--- src/rtl/ja88_pkg.sv ---
// Shared ja88 execution-stage definitions.
// Divider FSM states, operand width select and the #DE vector.
package ja88_pkg;

  typedef enum logic [1:0] {
    S_IDLE,
    S_PREP,
    S_RUN,
    S_FIX
  } div_state_t;

  typedef struct packed {
    logic [5:0] n;
    logic [4:0] sbit;
  } width_t;

  localparam logic [7:0] VEC_DE = 8'h00;

  function automatic width_t width_sel(
    input logic isize,
    input logic opsize
  );
    width_t w;
    unique case (1'b1)
      !isize:           w = '{n: 6'd8,  sbit: 5'd7};
      isize && !opsize: w = '{n: 6'd16, sbit: 5'd15};
      default:          w = '{n: 6'd32, sbit: 5'd31};
    endcase
    return w;
  endfunction

endpackage

--- src/rtl/alu_div.sv ---
// Radix-2 restoring divider for x86 DIV/IDIV.
// Byte/word/dword, signed and unsigned, with #DE detection.
module alu_div
  import ja88_pkg::*;
(
  input  logic        clock,
  input  logic        resetn,
  input  logic        start,
  input  logic        isize,
  input  logic        opsize,
  input  logic        signed_op,
  input  logic [63:0] dividend,
  input  logic [31:0] divisor,
  output logic        busy,
  output logic        done,
  output logic [31:0] quot,
  output logic [31:0] rem,
  output logic        fault
);

  div_state_t  state;
  logic        isz_q;
  logic        osz_q;
  logic        sgn_q;
  logic [63:0] dvd_q;
  logic [31:0] dvs_q;
  logic        q_neg;
  logic        r_neg;
  logic        ovf;
  logic [31:0] d_mag;
  logic [32:0] r_q;
  logic [31:0] q_q;
  logic [4:0]  cnt;

  width_t      w;
  logic [31:0] mask;
  logic [63:0] dvd_sx;
  logic [31:0] dvs_sx;
  logic        dvd_neg;
  logic        dvs_neg;
  logic [63:0] dvd_mag;
  logic [31:0] dvs_mag;
  logic [31:0] hi;
  logic [31:0] lo_al;
  logic [32:0] t;
  logic [33:0] diff;
  logic [31:0] q_mag;
  logic [31:0] lim_pos;
  logic        fix_fault;
  logic [31:0] q_out;
  logic [31:0] r_out;

  // Operand magnitudes, trial subtract and sign fix-up.
  always_comb begin
    w      = width_sel(isz_q, osz_q);
    mask   = 32'hFFFF_FFFF >> (6'd32 - w.n);
    dvd_sx = dvd_q;
    dvs_sx = dvs_q;
    unique case (1'b1)
      !isz_q: begin
        dvd_sx = {{48{sgn_q & dvd_q[15]}}, dvd_q[15:0]};
        dvs_sx = {{24{sgn_q & dvs_q[7]}}, dvs_q[7:0]};
      end
      isz_q && !osz_q: begin
        dvd_sx = {{32{sgn_q & dvd_q[31]}}, dvd_q[31:0]};
        dvs_sx = {{16{sgn_q & dvs_q[15]}}, dvs_q[15:0]};
      end
      default: begin
        dvd_sx = dvd_q;
        dvs_sx = dvs_q;
      end
    endcase
    dvd_neg = sgn_q & dvd_sx[63];
    dvs_neg = sgn_q & dvs_q[w.sbit];
    dvd_mag = dvd_neg ? -dvd_sx : dvd_sx;
    dvs_mag = dvs_neg ? -dvs_sx : dvs_sx;
    hi      = 32'(dvd_mag >> w.n);
    lo_al   = dvd_mag[31:0] << (6'd32 - w.n);

    t    = {r_q[31:0], q_q[31]};
    diff = {1'b0, t} - {2'b00, d_mag};

    q_mag     = q_q & mask;
    lim_pos   = mask >> 1;
    fix_fault = sgn_q & (ovf |
                (q_neg ? (q_mag > lim_pos + 32'd1)
                       : (q_mag > lim_pos)));
    q_out = (q_neg ? -q_mag : q_mag) & mask;
    r_out = (r_neg ? -r_q[31:0] : r_q[31:0]) & mask;
  end

  // Sequencer with registered status and results.
  always_ff @(posedge clock or negedge resetn) begin
    if (!resetn) begin
      state <= S_IDLE;
      isz_q <= 1'b0;
      osz_q <= 1'b0;
      sgn_q <= 1'b0;
      dvd_q <= '0;
      dvs_q <= '0;
      q_neg <= 1'b0;
      r_neg <= 1'b0;
      ovf   <= 1'b0;
      d_mag <= '0;
      r_q   <= '0;
      q_q   <= '0;
      cnt   <= '0;
      busy  <= 1'b0;
      done  <= 1'b0;
      fault <= 1'b0;
      quot  <= '0;
      rem   <= '0;
    end else begin
      done  <= 1'b0;
      fault <= 1'b0;
      unique case (state)
        S_IDLE: begin
          if (start) begin
            isz_q <= isize;
            osz_q <= opsize;
            sgn_q <= signed_op;
            dvd_q <= dividend;
            dvs_q <= divisor;
            busy  <= 1'b1;
            state <= S_PREP;
          end
        end
        S_PREP: begin
          d_mag <= dvs_mag;
          q_neg <= dvd_neg ^ dvs_neg;
          r_neg <= dvd_neg;
          ovf   <= hi >= dvs_mag;
          if (dvs_mag == '0 || (!sgn_q && hi >= dvs_mag)) begin
            busy  <= 1'b0;
            done  <= 1'b1;
            fault <= 1'b1;
            state <= S_IDLE;
          end else begin
            r_q   <= {1'b0, hi};
            q_q   <= lo_al;
            cnt   <= 5'(w.n - 6'd1);
            state <= S_RUN;
          end
        end
        S_RUN: begin
          r_q <= diff[33] ? t : diff[32:0];
          q_q <= {q_q[30:0], ~diff[33]};
          if (cnt == '0) state <= S_FIX;
          else           cnt   <= cnt - 5'd1;
        end
        S_FIX: begin
          busy  <= 1'b0;
          done  <= 1'b1;
          fault <= fix_fault;
          if (!fix_fault) begin
            quot <= q_out;
            rem  <= r_out;
          end
          state <= S_IDLE;
        end
        default: state <= S_IDLE;
      endcase
    end
  end

endmodule

--- config.mk ---
export PLATFORM = sky130hd
export DESIGN_NAME = alu_div
export DESIGN_NICKNAME = d
export VERILOG_FILES = /design/src/rtl/ja88_pkg.sv /design/src/rtl/alu_div.sv
export SDC_FILE = /design/constraint.sdc
export NUM_CORES = 1
export LEC_CHECK = 0
export ABC_AREA = 1
export BUFFER_PORTS_ARGS = -buffer_cell sky130_fd_sc_hd__buf_2
export CELL_PAD_IN_SITES_DETAIL_PLACEMENT = 1
export CELL_PAD_IN_SITES_GLOBAL_PLACEMENT = 2
export CORE_UTILIZATION = 35
export CTS_BUF_LIST = sky130_fd_sc_hd__clkbuf_4 sky130_fd_sc_hd__clkbuf_8
export CTS_CLUSTER_SIZE = 40
export DETAILED_ROUTE_END_ITERATION = 12
export PLACE_DENSITY = 0.93
export REMOVE_ABC_BUFFERS = 1
export SLEW_MARGIN = 20
export SYNTH_ARGS = -nofsm -noshare
export SYNTH_HDL_FRONTEND = slang
export SYNTH_SLANG_ARGS = --single-unit
export TNS_END_PERCENT = 1
--- constraint.sdc ---
create_clock -name clock -period 4.42 [get_ports clock]
set_clock_uncertainty 0.05 [all_clocks]
set_input_delay 0.884 -clock clock [delete_from_list [all_inputs] [get_ports clock]]
set_output_delay 0.884 -clock clock [all_outputs]
set_load 0.02 [all_outputs]
# Yosys cells after proc, flatten, opt, wreduce, memory -nomap -nowiden
# Cells that the tools add are included.
word_totals:
  elab_cells: 101
  inputBits: 102
  register_bits: 272
  output_inout_bits: 67
op_classes:
  eq_ne: 8
  muxes: 28
  add_sub_neg: 9
  shifts: 3
  n_reduce_logical: 17
  order_cmp: 4
  bitwise_logic: 14
ops:
  columns: ["cell", "n"]
  rows:
  - ["two-way mux 32 bit", 6]
  - ["one-hot mux 32 bit (2 select lines)", 3]
  - ["one-hot mux 64 bit (2 select lines)", 1]
  - ["AND 32 bit", 3]
  - ["negator 32 bit", 3]
  - ["two-way mux 64 bit", 1]
  - ["negator 64 bit", 1]
  - ["right shift 64 x 6 -> 32 bit", 1]
  - ["subtractor 33 x 32 -> 34 bit", 1]
  - ["adder 31 x 1 -> 32 bit (second input constant)", 1]
  - ["greater-or-equal comparator 32 bit", 1]
  - ["> comparator 32 x 31 -> 1 bit", 1]
  - ["> comparator 32 bit", 1]
  - ["logical NOT 32 bit", 1]
  - ["left shift 32 x 6 -> 32 bit", 1]
  - ["right shift 32 x 6 -> 32 bit (first input constant)", 1]
  - ["one-hot mux 11 bit (2 select lines)", 1]
  - ["two-way mux 5 bit", 2]
  - ["!= test 2 bit (second input constant)", 5]
  - ["one-hot mux 5 bit (2 select lines)", 1]
  - ["subtractor 5 x 1 -> 5 bit (second input constant)", 2]
  - ["one-hot mux 2 bit (4 select lines)", 1]
  - ["AND reduction 2 bit", 4]
  - ["AND 1 bit", 7]
  - ["other kinds (20)", 33]

# Longest topological paths before layout
# Gate-level depths: netlist of run 1.
logic_depth:
  ltp_word: 12
  ltp_mapped: 35
  mapped_depth_nobuf: 33

# Worst setup path before layout of run 1
# No wires, ideal clock.
synth_timing:
  path_type: "register -> register"
  from: "register isz_q"
  to: "register q_q[11]"
  required_time_ns: 4.253
  path_buffers: 6
  synth_period_minus_slack_ns: 3.915
  t_arrival_ns: 3.748
  setup_time_ns: 0.117
  setup_slack_ns: 0.505
  path_stages_with_launch: 29
  cell_sequence: "dfrtp_1 -> buf_6 -> nand2_2 -> inv_2 -> buf_4 -> buf_4 -> buf_2 -> a21oi_1 -> nand2_1 -> nor2_1 -> nand3_1 -> nor2_1 -> nand3_1 -> xor2_1 -> a21boi_0 -> ha_1 -> nand2_1 -> nor2_1 -> nand4_1 -> nor4_1 -> nand4_1 -> nand3_1 -> nand2_1 -> nand3_2 -> nand2_1 -> buf_6 -> buf_6 -> nand2_1 -> nand2_1"
synth_between:
  elab_chain_cells: 11
  word_cells_on_any_way: 24
  classes_between: "add/sub (3); order compare (1); eq/ne (1); shift (2); mux (9); bitwise (2); reduce/logical (6)"
synth_rtl:
  columns: ["item", "line", "text"]
  rows:
  - ["start: declaration", "alu_div.sv:22", "logic isz_q;"]
  - ["start signal: assignment", "alu_div.sv:119", "isz_q <= isize;"]
  - ["branches (longest 11 deep; another with negator 64 bit)", null, null]
  - ["end signal: assignment", "alu_div.sv:140", "q_q <= lo_al;"]
  - ["end signal: assignment", "alu_div.sv:147", "q_q <= {q_q[30:0], ~diff[33]};"]
  - ["end: declaration", "alu_div.sv:32", "logic [31:0] q_q;"]
# Parallel ways; which one is timed is not known. The select of a mux whose other input is x is not followed.
# A chain may end at the register's enable or synchronous reset.

# Final worst setup path of run 1
layout_timing:
  from: "register dvd_q[0]"
  to: "register r_q[6]"
layout_between:
  elab_chain_cells: 9
  word_cells_on_any_way: 11
  classes_between: "add/sub (1); order compare (1); eq/ne (1); shift (1); mux (4); reduce/logical (3)"
layout_rtl:
  columns: ["item", "line", "text"]
  rows:
  - ["start: declaration", "alu_div.sv:25", "logic [63:0] dvd_q;"]
  - ["start signal: assignment", "alu_div.sv:122", "dvd_q <= dividend;"]
  - ["one-hot mux 64 bit (2 select lines) *", "alu_div.sv:59", "unique case (1'b1)"]
  - ["negator 64 bit", "alu_div.sv:75", "dvd_mag = dvd_neg ? -dvd_sx : dvd_sx;"]
  - ["two-way mux 64 bit *", "alu_div.sv:75", null]
  - ["right shift 64 x 6 -> 32 bit *", "alu_div.sv:77", "hi = 32'(dvd_mag >> w.n);"]
  - ["greater-or-equal comparator 32 bit", "alu_div.sv:133", "if (dvs_mag == '0 || (!sgn_q && hi >= dvs_mag)) begin"]
  - ["logical AND 1 bit", "alu_div.sv:133", null]
  - ["logical OR 1 bit", "alu_div.sv:133", null]
  - ["!= test 2 bit (no line)", null, null]
  - ["AND reduction 2 bit (no line)", null, null]
  - ["end signal: assignment", "alu_div.sv:139", "r_q <= {1'b0, hi};"]
  - ["end signal: assignment", "alu_div.sv:146", "r_q <= diff[33] ? t : diff[32:0];"]
  - ["end: declaration", "alu_div.sv:31", "logic [32:0] r_q;"]
# Mark *: on every way between the ends. The rest lies on a longest branch, timed or not. The select of a mux whose other input is x is not followed.

==> summary.md, run 1 <==
| Metric | Value |
|---|---|
| Final wirelength | `between 80 and 90 mm` |
| CTS tree | `built` |
| CP max-delay cell | `dfrtp_1` |
| Crit end category | `flip-flop` |
| Worst R2R Start | `dvd_q[0]$_DFFE_PN0P_` |
| Sequential fraction of the synthesis area | `0.331` |
| Cells after DPL | `4075` |
| Largest family of logic cells by synthesized area | `simple AND/OR/NAND/NOR gates` |
| Yosys reg bits | `between 200 and 300` |
| First-pass GRT wire length | `approximately 130 mm` |
| # DRC | `0` |
| Syn_area_per_cell | `between 6 and 7 um^2` |
| Port buffer count | `about 170` |
| CTS sink cnt | `~270` |
| Synth Area in Simple Gates | `0.322` |
| Crit path launch | `dvd_q[0]$_DFFE_PN0P_` |
| Max Buffers Root-to-Sink | `3` |
| Final RePlAce weighted congestion | `1.00` |
| DRT iter0 DRCs | `about 1800` |
| Final worst path period share | `1.04` |
| Xor and xnor area share after synthesis | `0.0357` |
| Final Instance Count excl. Fillers | `between 4000 and 5000` |
| Cell area after placement | `approximately 24000 um^2` |
| Die H | `245 um` |
| Share of cells above drive strength 1 | `0.259` |
| Final Hold Viols | `0` |
| Number of flops mapped to enable cells by yosys | `0` |
| Later-pin clock latency in the skew report | `0.69 ns` |
| Hold buffer count at cts | `0` |
| FFs w/ async S/R, synth | `1.00` |
| HPWL after DPL | `between 60 and 70 mm` |
| Max_cap viols | `0` |
| Post-synthesis mux area share | `0.0388` |
| Area growth, synth to finish | `29.6%` |
| CP max FO | `6` |
| Antenna Violating Nets Remaining | `0` |
| Top FF cell, synth | `dfrtp_1` |
| Type of origin of the critical path | `flip-flop` |
| Largest net degree at the start of global routing | `94` |
| Syn. warnings | `0` |
| Critical path type | `flip-flop to flip-flop` |
| Compound-Gate Fraction of Synth Area | `0.135` |
| Gate Count Post-Synth | `a little over 3000` |
| Adder-cell share of the synthesized area | `0.0490` |
| CP peak stage delay | `between 0.4 and 0.5 ns` |
| Crit path DAT | `about 5.1 ns` |
| H-tree levels | `2` |
| Crit path top cell by count | `nand2_1` |
| Fin area | `26700 um^2` |
| Die width | `245 um` |
| Peak Freq | `between 200 and 250 MHz` |
| Number of global-route vias before repair | `between 20000 and 25000` |
| # setup viols final | `69` |
| Status | `finished, violations left` |
| Cell Rows | `approximately 90` |
| Slew Viols, Final | `0` |
| Synthesized area | `between 20000 and 25000 um^2` |
| Total GRT Usage | `0.268` |
| Fillers | `approximately 7400` |
| Worst-Margin Slew | `0.814 ns` |
| Avg WL per Cell | `20.8 um` |
| Drt pass-1 iters | `5` |
| Core box area | `slightly below 60000 um^2` |
| Critical Path RT | `approximately 4.9 ns` |
| Worst slack at placement | `-0.381 ns` |
| HP Class | `primary input to asynchronous set/reset pin` |
| DR vias/cell | `between 5 and 6` |
| Number of distinct library cells after synthesis | `57` |
| Die area | `59800 um^2` |
| Gr ovfl total | `0` |
| DR vias | `approximately 23000` |
| Clock root buffer | `clkbuf_8` |
| IO Count | `around 170` |
| Worst setup margin | `-0.194 ns` |
| Min cycle time layout | `around 4.6 ns` |
| Number of buffers created by CTS | `53` |
| Final #Nets | `around 3600` |
| Antenna violations before repair | `2` |
| Worst slew margin | `0.457` |
| Clock-pin slew on the worst setup and hold paths | `approximately 0.070 ns` |
| Initial Utilization | `0.356` |
| Violated checks | `setup timing` |
| Unrepaired setup endpoints after global routing | `true` |
| Worst hold slack | `about 0.18 ns` |
[synthesized netlist by cell type, types with 13 or more instances]
cell      count  share of area
nand2_1     884           0.16
inv_1       307          0.056
nor2_1      278          0.051
dfrtp_1     272           0.33
nand3_1     269          0.065
o21ai_0     268          0.065
a21oi_1     145          0.035
ha_1         79          0.048
clkbuf_1     77          0.014
mux2_2       70          0.038
xor2_1       65          0.028
nand4_1      47          0.014
nor3_1       33         0.0080
buf_2        30         0.0073
nand3b_1     19         0.0069
o211ai_1     19         0.0069
xnor2_1      19         0.0081
a31oi_1      13         0.0040
[final timing paths]
path | endpoint | slack (ns) | depth (start not counted)
max | r_q[6]$_DFFE_PN0P_ | -0.19 | 31
min | quot[4]$_DFFE_PN0P_ | 0.18 | 1
max reg2reg | r_q[6]$_DFFE_PN0P_ | -0.19 | 31
min reg2reg | quot[31]$_DFFE_PN0P_ | 0.43 | 2
max in group asynchronous | dvs_q[28]$_DFFE_PN0P_ | 3.09 | 2
min in group clock | dvs_q[21]$_DFFE_PN0P_ | 0.39 | 2
[cell type report]
class,count,area (um^2),share of cell area
Inverter,314,1200,0.0449
Multi-Input combinational cell,2320,13100,0.490
Clock inverter,12,73.8,0.00277
Clock buffer,79,987,0.0370
Antenna cell,1,2.50,0.0000938
Timing Repair Buffer,464,3590,0.135
Tap cell,765,957,0.0359
Sequential cell,272,6810,0.255
[placed cells by master (no fill, tap or decap), types with 63 or more instances in the layout]
cell	netlist	layout
dfrtp_1	272	270
inv_1	307	289
mux2_2	70	70
nand3_1	269	236
o21ai_0	268	257
buf_4	6	251
clkbuf_8	0	63
buf_2	30	167
ha_1	79	73
nand2_1	884	813
nor2_1	278	226
a21oi_1	145	125
[repair_timing]
item,4_1_cts,5_1_grt
pin swaps,2,93
gates cloned,3,15
setup endpoints to repair,71,73
gates resized for setup,33,285
buffers inserted,4,38
[cells by family (layout without fill, tap and decap cells)]
group / Yosys count / after routing
muxes: 71 / 71
buffers and inverters: 449 / 869
AOI/OAI and AO/OA: 509 / 509
DFF: 272 / 272
and+or+nand+nor: 1574 / 1575
xor gates and xnor gates: 84 / 84
other: 1 / 2
adders and majority gates: 80 / 80
[state kept, by name, summed over array words and instances (netlist names), 5 cells and up, named ones only]
| register | cells |
|---|---|
| dvd_q | 64 |
| d_mag | 32 |
| dvs_q | 32 |
| q_q | 32 |
| quot | 32 |
| r_q | 32 |
| rem | 32 |
| cnt | 5 |
[per-layer routing]
metal,up-vias,global-route usage,share of wire
met3,252,0.0358,0.056
met4,2,0.101,0.046
met1,11503,0.354,0.43
li1,10748,-,-
met2,833,0.445,0.47
met5,-,0,0.00015
[per-stage QoR]
step / utilization / TNS [ns]
4_1_cts: 0.432 / 0
5_1_grt: 0.461 / -19.29
6_report: 0.461 / -10.05
3_3_place_gp: 0.410 / -8.92
2_1_floorplan: - / -409.54
3_5_place_dp: 0.410 / -17.60
[critical path: cells and delay by family, from the launching register on]
kind | cells | cell delay [ns]
AND/OR/NAND/NOR | 19 | 2.31
buffers and inverters | 8 | 0.98
flip-flops | 1 | 0.43
XOR/XNOR | 1 | 0.29
adder cells (fa/ha/maj) | 1 | 0.28
AO/OA/AOI/OAI | 2 | 0.15
Power of run 1 is not shown: default switching activity piles up to over one toggle a cycle in this logic, so the estimate is an artifact.
==> run 2, diff against run 1 <==
==> constraint.sdc (replaced) <==
create_clock -name clock -period 4.42 [get_ports clock]
set_clock_uncertainty 0.05 [all_clocks]
set_input_delay 0.663 -clock clock [delete_from_list [all_inputs] [get_ports clock]]
set_output_delay 0.663 -clock clock [all_outputs]
set_load 0.02 [all_outputs]
==> run 2 against run 1 <==
  * The flow still finishes with violations (setup timing)
  * Routed wire length shrank 4.7%
  * Maximum frequency grew 0.56%
  * First-iteration DRC count fell by 9.9%
  * Non-clock buffer count fell by 10
  * Via count down 1.9%
  * Final cell count shrank 0.33%
  * Final area shrank 2.0%
  * Worst hold slack improved by 0.017 ns
  * Register-to-register slack better by 0.03 ns
  * Die area unchanged
  * Clock-buffer cell count decreased by 5
  * Critical path depth up 3
  * Critical endpoint is now r_q[8]$_DFFE_PN0P_
==> summary.md, run 2 (same netlist as run 1, synthesis figures left out) <==
| Metric | Value |
|---|---|
| Status | `finished, violations left` |
| Violated checks | `setup timing` |
| Final #Nets | `around 3600` |
| Worst setup margin | `-0.168 ns` |
| DR vias/cell | `5.43` |
| Core box area | `around 58000 um^2` |
| Die area | `between 50000 and 60000 um^2` |
| Slew Viols, Final | `0` |
| Met3 global-route usage | `0.0323` |
| Max reg flops | `64` |
| Type of origin of the critical path | `flip-flop` |
| Clock root buffer | `clkbuf_8` |
| Number of global-route vias before repair | `23547` |
| Worst-Margin Slew | `0.980 ns` |
| Worst R2R Start | `isz_q$_DFFE_PN0P_` |
| Area growth, synth to finish | `27.0%` |
| CP max-delay cell | `dfrtp_2` |
| DR vias | `between 20000 and 25000` |
| CTS tree | `built` |
| Reg with most FFs | `dvd_q` |
| First-pass GRT wire length | `approximately 130 mm` |
| Later-pin clock latency in the skew report | `approximately 0.67 ns` |
| Min cycle time layout | `approximately 4.6 ns` |
| Fillers | `7428` |
| Die width | `about 240 um` |
| Final wirelength | `~84 mm` |
| # setup viols final | `70` |
| Die H | `between 200 and 250 um` |
| CP max FO | `12` |
| Final worst path period share | `1.04` |
| Gr ovfl total | `0` |
| Largest net degree at the start of global routing | `between 150 and 200` |
| Crit path top cell by count | `nand2_1` |
| Worst slack at placement | `-0.393 ns` |
| Max Buffers Root-to-Sink | `3` |
| Worst slew margin | `0.347` |
| Crit end category | `flip-flop` |
| Met1 Usage GRT | `0.356` |
| Number of buffers created by CTS | `between 50 and 60` |
| Total GRT Usage | `0.269` |
| Antenna violations before repair | `3` |
| H-tree levels | `2` |
| CP peak stage delay | `~0.5 ns` |
| Worst hold slack | `between 0.15 and 0.2 ns` |
| Antenna Violating Nets Remaining | `0` |
| Worst-case reg-to-reg path depth | `34` |
| # DRC | `0` |
| Crit path launch | `isz_q$_DFFE_PN0P_` |
| Critical Path RT | `about 5.0 ns` |
| Cell Rows | `88` |
| Max_cap viols | `0` |
| Final Hold Viols | `0` |
| Unrepaired setup endpoints after global routing | `true` |
| Reg-to-reg setup timing slack | `-0.17 ns` |
| Cell area after placement | `between 20000 and 25000 um^2` |
| Clock-pin slew on the worst setup and hold paths | `about 0.070 ns` |
| CTS sink cnt | `between 200 and 300` |
| Port buffer count | `168` |
| Most crowded layer after global routing | `met2` |
| Most frequent cells in the layout | `nand2_1, inv_1, dfrtp_1` |
| Most common cell after layout, fill and taps aside | `nand2_1` |
| IO Count | `~170` |
| Critical path type | `flip-flop to flip-flop` |
| Drt pass-1 iters | `5` |
| Fin area | `roughly 26000 um^2` |
| Final RePlAce weighted congestion | `about 0.97` |
| Peak Freq | `around 220 MHz` |
| DRT iter0 DRCs | `~1600` |
| Worst reg2reg path endpoint | `r_q[8]$_DFFE_PN0P_` |
| Met2 Use GR | `0.447` |
| Crit path DAT | `~5.2 ns` |
| Avg WL per Cell | `19.8 um` |
| Worst setup endpoint | `r_q[8]$_DFFE_PN0P_` |
| HP Class | `primary input to flip-flop` |
| Fin util | `0.451` |
| WHS Path Cells | `2` |
| Share of cells above drive strength 1 | `0.231` |
| Initial Utilization | `0.356` |
| HPWL after DPL | `62.4 mm` |
-- run 2: area by class of cell --
cell class | count | area [um^2] | area share
Tap cell | 765 | 957 | 0.0366
Clock buffer | 74 | 956 | 0.0366
Sequential cell | 272 | 6810 | 0.260
Timing Repair Buffer | 454 | 3410 | 0.130
Antenna cell | 1 | 2.50 | 0.0000957
Inverter | 314 | 1190 | 0.0457
Clock inverter | 14 | 173 | 0.00660
Multi-Input combinational cell | 2319 | 12600 | 0.484
-- run 2: worst max-delay path: cells and delay by family (launching register included) --
| kind | cells | cell delay [ns] |
|---|---|---|
| and+or+nand+nor | 20 | 2.08 |
| buffers and inverters | 8 | 0.87 |
| AOI/OAI and AO/OA | 4 | 0.59 |
| DFF | 1 | 0.51 |
| adders and majority gates | 1 | 0.21 |
| xor gates and xnor gates | 1 | 0.20 |
-- run 2: repair_timing --
item | CTS | global route
hold buffers | 1 | 0
endpoints found under the setup margin | 73 | 73
resized for setup | 72 | 122
cloned | 4 | 4
hold endpoints to repair | 6 | 0
buffers inserted | 15 | 22
pin swaps | 14 | 57
-- run 2: how the worst min path moves through the flow --
stage                 start                    endpoint  slack (ns)
2_1_floorplan        resetn  asynchronous set/reset pin        0.32
3_3_place_gp         resetn        quot[25]$_DFFE_PN0P_        0.42
3_5_place_dp         resetn        quot[25]$_DFFE_PN0P_        0.42
4_1_cts          divisor[8]        dvs_q[8]$_DFFE_PN0P_        0.15
5_1_grt         dividend[3]        dvd_q[3]$_DFFE_PN0P_        0.18
6_report       dividend[41]       dvd_q[41]$_DFFE_PN0P_        0.19
-- run 2: metal layers --
layer  up-vias  share of wire
met2       692           0.48
met4         2          0.036
met3       203          0.052
met1     11279           0.43
li1      10712              -
met5         -        0.00013
-- run 2: through the flow --
step                instances  TNS, ns
floorplan                2905  -409.54
global placement         4078   -21.07
detailed placement       4078   -25.27
CTS                      4186  -0.0610
global route             4213   -19.33
finish                   4213    -8.66
Power of run 2 is left out for the same reason.
==> run 3, diff against run 2 <==
Settings changed: MAX_ROUTING_LAYER set to met4, RECOVER_POWER set to 50, SLEW_MARGIN 20 to 30.
==> run 3 against run 2 <==
  * The flow finishes with violations (capacitance limit, slew limit, setup timing)
  * Maximum frequency grew 0.95%
  * Sequential share of layout area grew 0.18 points
  * Global-route usage grew 1.4 points
  * Register-to-register slack better by 0.04 ns
  * Sequential cell count unchanged
  * Worst setup slack improved by 0.043 ns
  * Clock-buffer cell count unchanged
  * Non-clock buffer count rose by 4
  * First-iteration DRC count decreased by 9.7%
  * Critical path type unchanged
  * Largest cell class unchanged
==> summary.md, run 3 (same netlist as run 1, synthesis figures left out) <==
| Metric | Value |
|---|---|
| Critical Path RT | `slightly below 5 ns` |
| Clock root buffer | `clkbuf_8` |
| Drt pass-1 iters | `5` |
| IO Count | `169` |
| Fin area | `~26000 um^2` |
| DRT iter0 DRCs | `~1500` |
| DR vias | `22691` |
| Worst hold start | `dividend[22]` |
| Antenna Violating Nets Remaining | `0` |
| Peak Freq | `220 MHz` |
| First-pass GRT wire length | `approximately 130 mm` |
| HP Class | `primary input to flip-flop` |
| Final wirelength | `approximately 84 mm` |
| Critical path type | `flip-flop to flip-flop` |
| CP max-delay cell | `dfrtp_2` |
| Violated checks | `capacitance limit, slew limit, setup timing` |
| Avg WL per Cell | `between 15 and 20 um` |
| Number of global-route vias before repair | `between 20000 and 25000` |
| Share of cells above drive strength 1 | `0.223` |
| Worst R2R Start | `isz_q$_DFFE_PN0P_` |
| Largest net degree at the start of global routing | `between 150 and 200` |
| CTS tree | `built` |
| Worst slack at placement | `-0.392 ns` |
| Worst setup margin | `-0.125 ns` |
| Fin util | `0.448` |
| WHS Path Cells | `2` |
| Most frequent cells in the layout | `nand2_1, inv_1, dfrtp_1` |
| CP peak stage delay | `0.53 ns` |
| Cell area after placement | `~24000 um^2` |
| Max_cap viols | `3` |
| Worst reg2reg path endpoint | `q_q[17]$_DFFE_PN0P_` |
| Clock-pin slew on the worst setup and hold paths | `around 0.060 ns` |
| Type of origin of the critical path | `flip-flop` |
| Crit path DAT | `between 5 and 6 ns` |
| # DRC | `0` |
| # setup viols final | `69` |
| Worst-Margin Slew | `between 3 and 4 ns` |
| CP max FO | `12` |
| Final RePlAce weighted congestion | `just under 1` |
| Crit end category | `flip-flop` |
| Die width | `~240 um` |
| Final worst path period share | `1.03` |
| Max reg flops | `64` |
| Fillers | `7441` |
| Port buffer count | `~170` |
| Reg-to-reg setup timing slack | `-0.13 ns` |
| Max Buffers Root-to-Sink | `3` |
| Cell Rows | `just under 90` |
| Min cycle time layout | `~4.5 ns` |
| CTS sink cnt | `272` |
| H-tree levels | `2` |
| Area growth, synth to finish | `26.1%` |
| Worst slew margin | `-1.01` |
| Most common cell after layout, fill and taps aside | `nand2_1` |
| DR vias/cell | `between 5 and 6` |
| Initial Utilization | `0.356` |
| Gr ovfl total | `0` |
| Core box area | `approximately 58000 um^2` |
| Worst Hold End | `dvd_q[22]$_DFFE_PN0P_` |
| Final Hold Viols | `0` |
| HPWL after DPL | `~63 mm` |
| Die area | `59800 um^2` |
| Total GRT Usage | `0.282` |
| Number of buffers created by CTS | `between 50 and 60` |
| Unrepaired setup endpoints after global routing | `true` |
| Antenna violations before repair | `2` |
| Crit path top cell by count | `nand2_1` |
| Die H | `between 200 and 250 um` |
| Worst-case reg-to-reg path depth | `26` |
| WP buf/inv | `4` |
| Final #Nets | `between 3000 and 4000` |
| Cells after DPL | `4078` |
| Status | `finished, violations left` |
| Reg with most FFs | `dvd_q` |
| Later-pin clock latency in the skew report | `between 0.6 and 0.7 ns` |
| Final Instance Count excl. Fillers | `4220` |
| Kind of cell adding the most delay to the critical path | `simple AND/OR/NAND/NOR gates` |
| Slew Viols, Final | `~220` |
## run 3: changes by cell type in the layout (fill, tap and decap cells not counted), sizes merged
| cell | change |
|---|---|
| buf | +4 |
| bufbuf | -1 |
| bufinv | -2 |
| clkbuf | +2 |
| clkinvlp | +2 |
| diode | +2 |
| dlymetal6s2s | -1 |
| inv | +1 |
## run 3: final cells by class
cell class	instances	area, um^2	share of cell area
Tap cell	765	957	0.0369
Antenna cell	3	7.51	0.000289
Inverter	314	1200	0.0461
Clock inverter	15	136	0.00525
Multi-Input combinational cell	2319	12500	0.481
Timing Repair Buffer	458	3400	0.131
Clock buffer	74	962	0.0371
Sequential cell	272	6810	0.262
## run 3: timing repair
action                                  4_1_cts  5_1_grt
pin swaps                                    21       42
endpoints found under the hold margin         6        0
gates cloned                                  5        3
gates resized for setup                      84       77
endpoints found under the setup margin       73       73
setup buffers                                25       15
hold buffers                                  1        0
## run 3: per-layer routing
layer  track usage  routed length, um  share of wire
met1         0.352              35600           0.42
met2         0.454              39600           0.47
met3        0.0413               5010          0.060
met4         0.123               3640          0.043
met5             -                  0              0
## run 3: worst max path at each step
| stage | from | to | slack (ns) | cells after the start |
|---|---|---|---|---|
| 2_1_floorplan | isz_q$_DFFE_PN0P_ | q_q[0]$_DFFE_PN0P_ | -4.13 | 30 |
| 6_report | isz_q$_DFFE_PN0P_ | q_q[17]$_DFFE_PN0P_ | -0.13 | 26 |
| 3_5_place_dp | isz_q$_DFFE_PN0P_ | q_q[31]$_DFFE_PN0P_ | -0.39 | 27 |
| 4_1_cts | isz_q$_DFFE_PN0P_ | q_q[7]$_DFFE_PN0P_ | -0.04 | 29 |
| 3_3_place_gp | isz_q$_DFFE_PN0P_ | r_q[21]$_DFFE_PN0P_ | -0.32 | 27 |
| 5_1_grt | isz_q$_DFFE_PN0P_ | q_q[29]$_DFFE_PN0P_ | -0.37 | 29 |
## run 3: through the flow
stage	setup TNS [ns]	hold slack, ns
after floorplan	-409.54	0.317
after detailed placement	-25.39	0.420
final	-5.73	0.182
after CTS	-0.443	0.140
after global placement	-21.07	0.416
after global routing	-24.05	0.166
Power of run 3 is left out for the same reason.
